$ cat config.mk
export PLATFORM = sky130hd
export DESIGN_NAME = reg_rename_file
export DESIGN_NICKNAME = d
export VERILOG_FILES = /design/src/rtl/reg_rename_file_pkg.sv /design/src/rtl/reg_read_port.sv /design/src/rtl/reg_rename_file.sv
export SDC_FILE = /design/constraint.sdc
export NUM_CORES = 2
export LEC_CHECK = 0
export CORE_ASPECT_RATIO = 1.4
export CORE_MARGIN = 4
export CORE_UTILIZATION = 44
export DETAILED_ROUTE_END_ITERATION = 10
export GPL_ROUTABILITY_DRIVEN = 1
export GPL_TIMING_DRIVEN = 1
export PLACE_DENSITY = 0.64
export SLEW_MARGIN = 40
export SYNTH_ARGS = -nofsm -noshare
export SYNTH_HDL_FRONTEND = slang
export SYNTH_SLANG_ARGS = --single-unit
$ cat constraint.sdc
create_clock -name clk_in -period 7.8 [get_ports clk_in]
set_input_delay 1.17 -clock clk_in [delete_from_list [all_inputs] [get_ports clk_in]]
set_output_delay 1.17 -clock clk_in [all_outputs]
set_load 0.005 [all_outputs]
$ cat src/rtl/reg_rename_file_pkg.sv
// Shared widths, types and reset constants for the rename register file.
// Optional feature: REGFILE_COMMIT_BYPASS_EN (see reg_read_port).
package reg_rename_file_pkg;

   // Default geometry; instances may override through parameters.
   localparam int unsigned DefXlen  = 32;
   localparam int unsigned DefNreg  = 32;
   localparam int unsigned DefRobW  = 4;
   localparam int unsigned DefRegW  = $clog2(DefNreg);

   typedef logic [DefXlen-1:0] data_t;
   typedef logic [DefRegW-1:0] reg_idx_t;
   typedef logic [DefRobW-1:0] rob_tag_t;

   // Reset / idle values, cast to the instance width at the point of use.
   localparam int unsigned DataRst = 0;
   localparam int unsigned TagRst  = 0;
   localparam int unsigned RegZero = 0;

endpackage

$ cat src/rtl/reg_read_port.sv
// One combinational read port: x0 forcing, reset forcing and the optional
// same-cycle commit bypass (compiled in with REGFILE_COMMIT_BYPASS_EN).
module reg_read_port
   import reg_rename_file_pkg::*;
#(
   parameter int unsigned XLEN  = 32,
   parameter int unsigned NREG  = 32,
   parameter int unsigned ROB_W = 4,
   parameter int unsigned RW    = $clog2(NREG)
) (
   input  logic             rst_n_in,
   input  logic [RW-1:0]    rs_in,
   input  logic [XLEN-1:0]  vals_in [NREG],
   input  logic [NREG-1:0]  busy_in,
   input  logic [ROB_W-1:0] tags_in [NREG],
   input  logic             com_en_in,
   input  logic [RW-1:0]    com_rd_in,
   input  logic [XLEN-1:0]  com_val_in,
   input  logic [ROB_W-1:0] com_tag_in,
   output logic [XLEN-1:0]  val_out,
   output logic             busy_out,
   output logic [ROB_W-1:0] tag_out
);

`ifndef REGFILE_COMMIT_BYPASS_EN
   // Commit inputs only matter when the bypass is compiled in.
   logic unused_com;
   assign unused_com = ^{com_en_in, com_rd_in, com_val_in, com_tag_in};
`endif

   // Select registered state, optionally overlay the commit, then force x0/reset.
   always_comb begin
      val_out  = vals_in[rs_in];
      busy_out = busy_in[rs_in];
      tag_out  = tags_in[rs_in];
`ifdef REGFILE_COMMIT_BYPASS_EN
      if (com_en_in && (com_rd_in == rs_in)) begin
         val_out = com_val_in;
         // Only the matching producer retires; a younger rename stays visible.
         if (busy_in[rs_in] && (tags_in[rs_in] == com_tag_in)) begin
            busy_out = 1'b0;
            tag_out  = ROB_W'(TagRst);
         end
      end
`endif
      if (!rst_n_in || (rs_in == RW'(RegZero))) begin
         val_out  = XLEN'(DataRst);
         busy_out = 1'b0;
         tag_out  = ROB_W'(TagRst);
      end
   end

endmodule

$ cat src/rtl/reg_rename_file.sv
// Architectural register file with per-register busy bit and ROB tag,
// NRD combinational read ports, single-cycle flush and a registered busy count.
// Optional feature: REGFILE_COMMIT_BYPASS_EN enables same-cycle commit bypass.
module reg_rename_file
   import reg_rename_file_pkg::*;
#(
   parameter int unsigned XLEN  = 32,
   parameter int unsigned NREG  = 32,
   parameter int unsigned ROB_W = 4,
   parameter int unsigned NRD   = 2,
   parameter int unsigned RW    = $clog2(NREG),
   parameter int unsigned CW    = $clog2(NREG) + 1
) (
   input  logic                 clk_in,
   input  logic                 rst_n_in,
   input  logic                 rdy_in,
   input  logic                 disp_en_in,
   input  logic [RW-1:0]        disp_rd_in,
   input  logic [ROB_W-1:0]     disp_tag_in,
   input  logic [NRD*RW-1:0]    rs_in,
   output logic [NRD*XLEN-1:0]  val_out,
   output logic [NRD-1:0]       busy_out,
   output logic [NRD*ROB_W-1:0] tag_out,
   input  logic                 com_en_in,
   input  logic [RW-1:0]        com_rd_in,
   input  logic [XLEN-1:0]      com_val_in,
   input  logic [ROB_W-1:0]     com_tag_in,
   input  logic                 flush_in,
   output logic [CW-1:0]        busy_cnt_out
);

   logic [XLEN-1:0]  val_q [NREG];
   logic [XLEN-1:0]  val_d [NREG];
   logic [ROB_W-1:0] tag_q [NREG];
   logic [ROB_W-1:0] tag_d [NREG];
   logic [NREG-1:0]  busy_q, busy_d;
   logic [CW-1:0]    cnt_q, cnt_d;

   logic com_wr, com_clr, disp_set, cnt_inc, cnt_dec;

   // Decode which updates take effect this edge (x0 is never written or renamed).
   always_comb begin
      com_wr   = com_en_in && (com_rd_in != RW'(RegZero));
      com_clr  = com_wr && busy_q[com_rd_in] && (tag_q[com_rd_in] == com_tag_in);
      disp_set = disp_en_in && (disp_rd_in != RW'(RegZero));
      // Re-renaming a busy register, or dispatch onto the register being
      // cleared, leaves the population unchanged.
      cnt_inc  = disp_set && !busy_q[disp_rd_in];
      cnt_dec  = com_clr && !(disp_set && (disp_rd_in == com_rd_in));
   end

   // Next-state for values, rename state and busy count.
   always_comb begin
      val_d  = val_q;
      tag_d  = tag_q;
      busy_d = busy_q;
      cnt_d  = cnt_q;
      if (rdy_in) begin
         if (com_wr) begin
            val_d[com_rd_in] = com_val_in;
         end
         if (flush_in) begin
            busy_d = '0;
            for (int i = 0; i < int'(NREG); i++) begin
               tag_d[i] = ROB_W'(TagRst);
            end
            cnt_d = '0;
         end else begin
            if (com_clr) begin
               busy_d[com_rd_in] = 1'b0;
               tag_d[com_rd_in]  = ROB_W'(TagRst);
            end
            // Dispatch wins over a same-register commit clear.
            if (disp_set) begin
               busy_d[disp_rd_in] = 1'b1;
               tag_d[disp_rd_in]  = disp_tag_in;
            end
            cnt_d = cnt_q + CW'(cnt_inc) - CW'(cnt_dec);
         end
      end
   end

   // State registers with asynchronous clear.
   always_ff @(posedge clk_in or negedge rst_n_in) begin
      if (!rst_n_in) begin
         for (int i = 0; i < int'(NREG); i++) begin
            val_q[i] <= XLEN'(DataRst);
            tag_q[i] <= ROB_W'(TagRst);
         end
         busy_q <= '0;
         cnt_q  <= '0;
      end else begin
         val_q  <= val_d;
         tag_q  <= tag_d;
         busy_q <= busy_d;
         cnt_q  <= cnt_d;
      end
   end

   assign busy_cnt_out = cnt_q;

   for (genvar p = 0; p < int'(NRD); p++) begin : g_rd
      reg_read_port #(
         .XLEN  (XLEN),
         .NREG  (NREG),
         .ROB_W (ROB_W),
         .RW    (RW)
      ) u_port (
         .rst_n_in   (rst_n_in),
         .rs_in      (rs_in[p*RW +: RW]),
         .vals_in    (val_q),
         .busy_in    (busy_q),
         .tags_in    (tag_q),
         .com_en_in  (com_en_in),
         .com_rd_in  (com_rd_in),
         .com_val_in (com_val_in),
         .com_tag_in (com_tag_in),
         .val_out    (val_out[p*XLEN +: XLEN]),
         .busy_out   (busy_out[p]),
         .tag_out    (tag_out[p*ROB_W +: ROB_W])
      );
   end

endmodule

==> results_dict.tcl <==
set metrics [dict create \
    outcome "finished clean" \
    syn_avg_cell_area_um2 12.8 \
    cp-start-kind "input port" \
    peakVddDrop_mv 0.207 \
    layout_common_cells "dfrtp_1, mux2_2, mux2i_1" \
    max_stage_delay_ns 0.63 \
    syn2layout_area_growth_pct 12.3 \
    synthMuxAreaShare_pct 38.7 \
    layout.nets 5187 \
    post_cts_buffers 0 \
    r2r_cells 16 \
    clock_path_buffers 3 \
    cp-end-kind "output pin" \
    synth_flop_cell "dfrtp_1" \
    dp.final_hpwl_mm 152 \
    hold_class "in -> async" \
    setup_viol 0 \
    viasPerCell 6.73 \
    synth-xor-area-share_pct 0.118 \
    syn-cell-area_um2 67100 \
    tightest_slew_ns 0.923 \
    layout_min_cycle_time_ns 6.07 \
    drtPass1Iterations 6 \
    synth_seq_cells 1190 \
    tns_ns 0 \
    coreArea_um2 151000 \
    drv_slew 0 \
    pre_cts_slack_ns 1.50 \
    clock_sinks 1190 \
    cts_tree "built" \
    synth-simple-area-share_pct 4.39 \
    wl_per_cell_um 33.7 \
    power.leakage_nw 32.8 \
    worst_slack_ns 1.73 \
    postSynth.asyncResetShare_pct 100 \
    synth_compound_area_share_pct 8.65 \
    portBuffers 145 \
    synth_top_family_by_area "multiplexers" \
    final_common_cell "dfrtp_1" \
    first_global_vias 50038 \
    clkLatencyLatePin_ns 0.79 \
    worst_ep_arrival_time_ns 4.90 \
    grt_max_degree 150 \
    die_w_um 338 \
    hold_viol 0 \
    grt_first_pass_wirelength_mm 353 \
    cp_max_fo 49 \
    drtAntennaViolNets 0 \
    postCtsHoldBufs 0 \
    dieArea_um2 159000 \
    ys_seq_area_share_pct 44.4 \
    route.detailed.drc 0 \
    drive_gt1_share_pct 39.4 \
    power.density_nw_per_um2 219 \
    drt-total-wl_mm 242 \
    fmax_mhz 165 \
    relSlewSlack_pct 38.1 \
    worstPathRequired_ns 6.63 \
    synth_edf_count 0 \
    pin_count 146 \
    cts_resized 0 \
    grt_remaining_overflow 0 \
    grtUsageTotal_pct 30.4 \
    cts.htree.levels 4 \
    max-cap-violations 0 \
    cts_buffers 130 \
    synth_nets 5293 \
    drt-initial-drc-count 4491 \
    period_share_pct 77.9 \
    fp-row-count 169 \
    antenna_found_initial 27 \
    rsz0062_at_grt "no" \
    fillers 13117 \
    hold_ws_ns 0.397 \
    path_class "in -> out" \
    synth_cell_type_count 71 \
    yosys.area_share.adder_pct 0.142 \
    cts_root_buffer "clkbuf_16" \
    initial_core_util_pct 44.3 \
    place_congestion 0.998 \
    crit_chain "clkbuf_8 -> nand2b_4 -> buf_12 -> buf_4 -> buf_4 -> o221ai_1 -> o22ai_1 -> nor2_1 -> a21oi_1 -> nor2_1 -> clkdlybuf4s50_1" \
    finClkSkew_ns 0.0379 \
    vias 48373 \
    slowest_stage "clkdlybuf4s50_1" \
    synth_warnings 0 \
    total_power_mw 16.5 \
    die_h_um 470 \
    clk_pin_slew_worst_paths_ns 0.06 \
    synth_cells 5220 \
]
## cells in the mapped netlist (all sizes together), types with 3 or more instances
cell    instances  area [µm²]
or3             4        25.0
and3            3        23.8
a211oi         18         140
or3b            4        35.0
mux4          402        9050
and2           11        68.8
mux2i         428        4280
ha              6        75.1
a211o          19         166
nand2b         23         144
dfrtp        1190       29800
nand3b          6        45.0
o221ai        108         946
nand4b          5        43.8
buf           161         764
xor2            3        26.3
o41ai          12         319
clkbuf        380        1430
nor4           30         375
or4b            4        43.8
a22o            6        52.6
nor3b           3        22.5
o22ai         207        1290
a221oi         30         263
or2             5        31.3
nor3           61         328
a31oi          12        75.1
or4bb           5        56.3
nor2          212         796
and3b           4        35.0
nand4           4        37.5
nor2b           6        37.5
nand3          13        65.1
inv            54         203
a21oi         236        1190
o211ai         20         169
nand2         178         668
o21ai         203        1030
mux2         1121       12600
xnor2           6        52.6
## flip-flops by register name, summed over array words and instances, names as in the netlist
name,flops
busy_q,32
tag_q,128
busy_cnt_out,6
val_q,1024
## metrics by stage
step | util [%] | cells | instance area, µm²
after global routing | 49.7 | 7184 | 75300
after global placement | 46.6 | 6926 | 70500
after CTS | 49.6 | 7175 | 75100
after floorplan | - | 5220 | 67100
after detailed placement | 46.8 | 6944 | 70800
final | 49.7 | 7193 | 75300
## power by group
| group | leakage (nW) | total (mW) | internal [mW] | switching [mW] |
|---|---|---|---|---|
| Sequential | 16.0 | 7.36 | 6.87 | 0.495 |
| Combinational | 14.7 | 2.81 | 1.46 | 1.35 |
| Clock | 2.13 | 6.34 | 3.67 | 2.67 |
## kinds of logic after synthesis
logic type	count (synthesis)
muxes	1951
DFF	1190
AOI/OAI and AO/OA	883
buffers and inverters	595
and+or+nand+nor	585
xor gates and xnor gates	9
adders and majority gates	7
## worst paths after layout
check | slack (ns) | endpoint | start
worst max-delay path | 1.73 | val_out[55] | rs_in[6]
min in group clk_in | 0.40 | val_q[994] | val_q[994]
max in group asynchronous | 4.47 | val_q[783] | rst_n_in
worst max register to register | 3.47 | busy_cnt_out[5] | tag_q[58]
worst min register to register | 0.40 | val_q[994] | val_q[994]
worst min-delay path | 0.40 | val_q[594] | rst_n_in
## final cells by class
cell class / count / area, µm² / area share [%]
Inverter: 54 / 203 / 0.269
Clock inverter: 38 / 429 / 0.570
Antenna cell: 14 / 35.0 / 0.0465
Clock buffer: 193 / 3900 / 5.18
Sequential cell: 1190 / 29800 / 39.5
Timing Repair Buffer: 303 / 3200 / 4.25
Multi-Input combinational cell: 3435 / 35300 / 46.9
Tap cell: 1966 / 2460 / 3.27
## critical path, delay by kind of cell
| family | cells | cell delay, ns |
|---|---|---|
| buffers and inverters | 5 | 1.96 |
| AOI/OAI and AO/OA | 3 | 0.46 |
| and+or+nand+nor | 3 | 1.15 |
## layer usage
layer / track usage [%] / routed length, µm / up-vias
li1: - / - / 19719
met1: 38.0 / 92000 / 25429
met2: 47.8 / 113000 / 2432
met3: 7.52 / 20300 / 789
met4: 18.3 / 17300 / 4
met5: 0 / 21 / -
(Power assumes the default switching activity.)
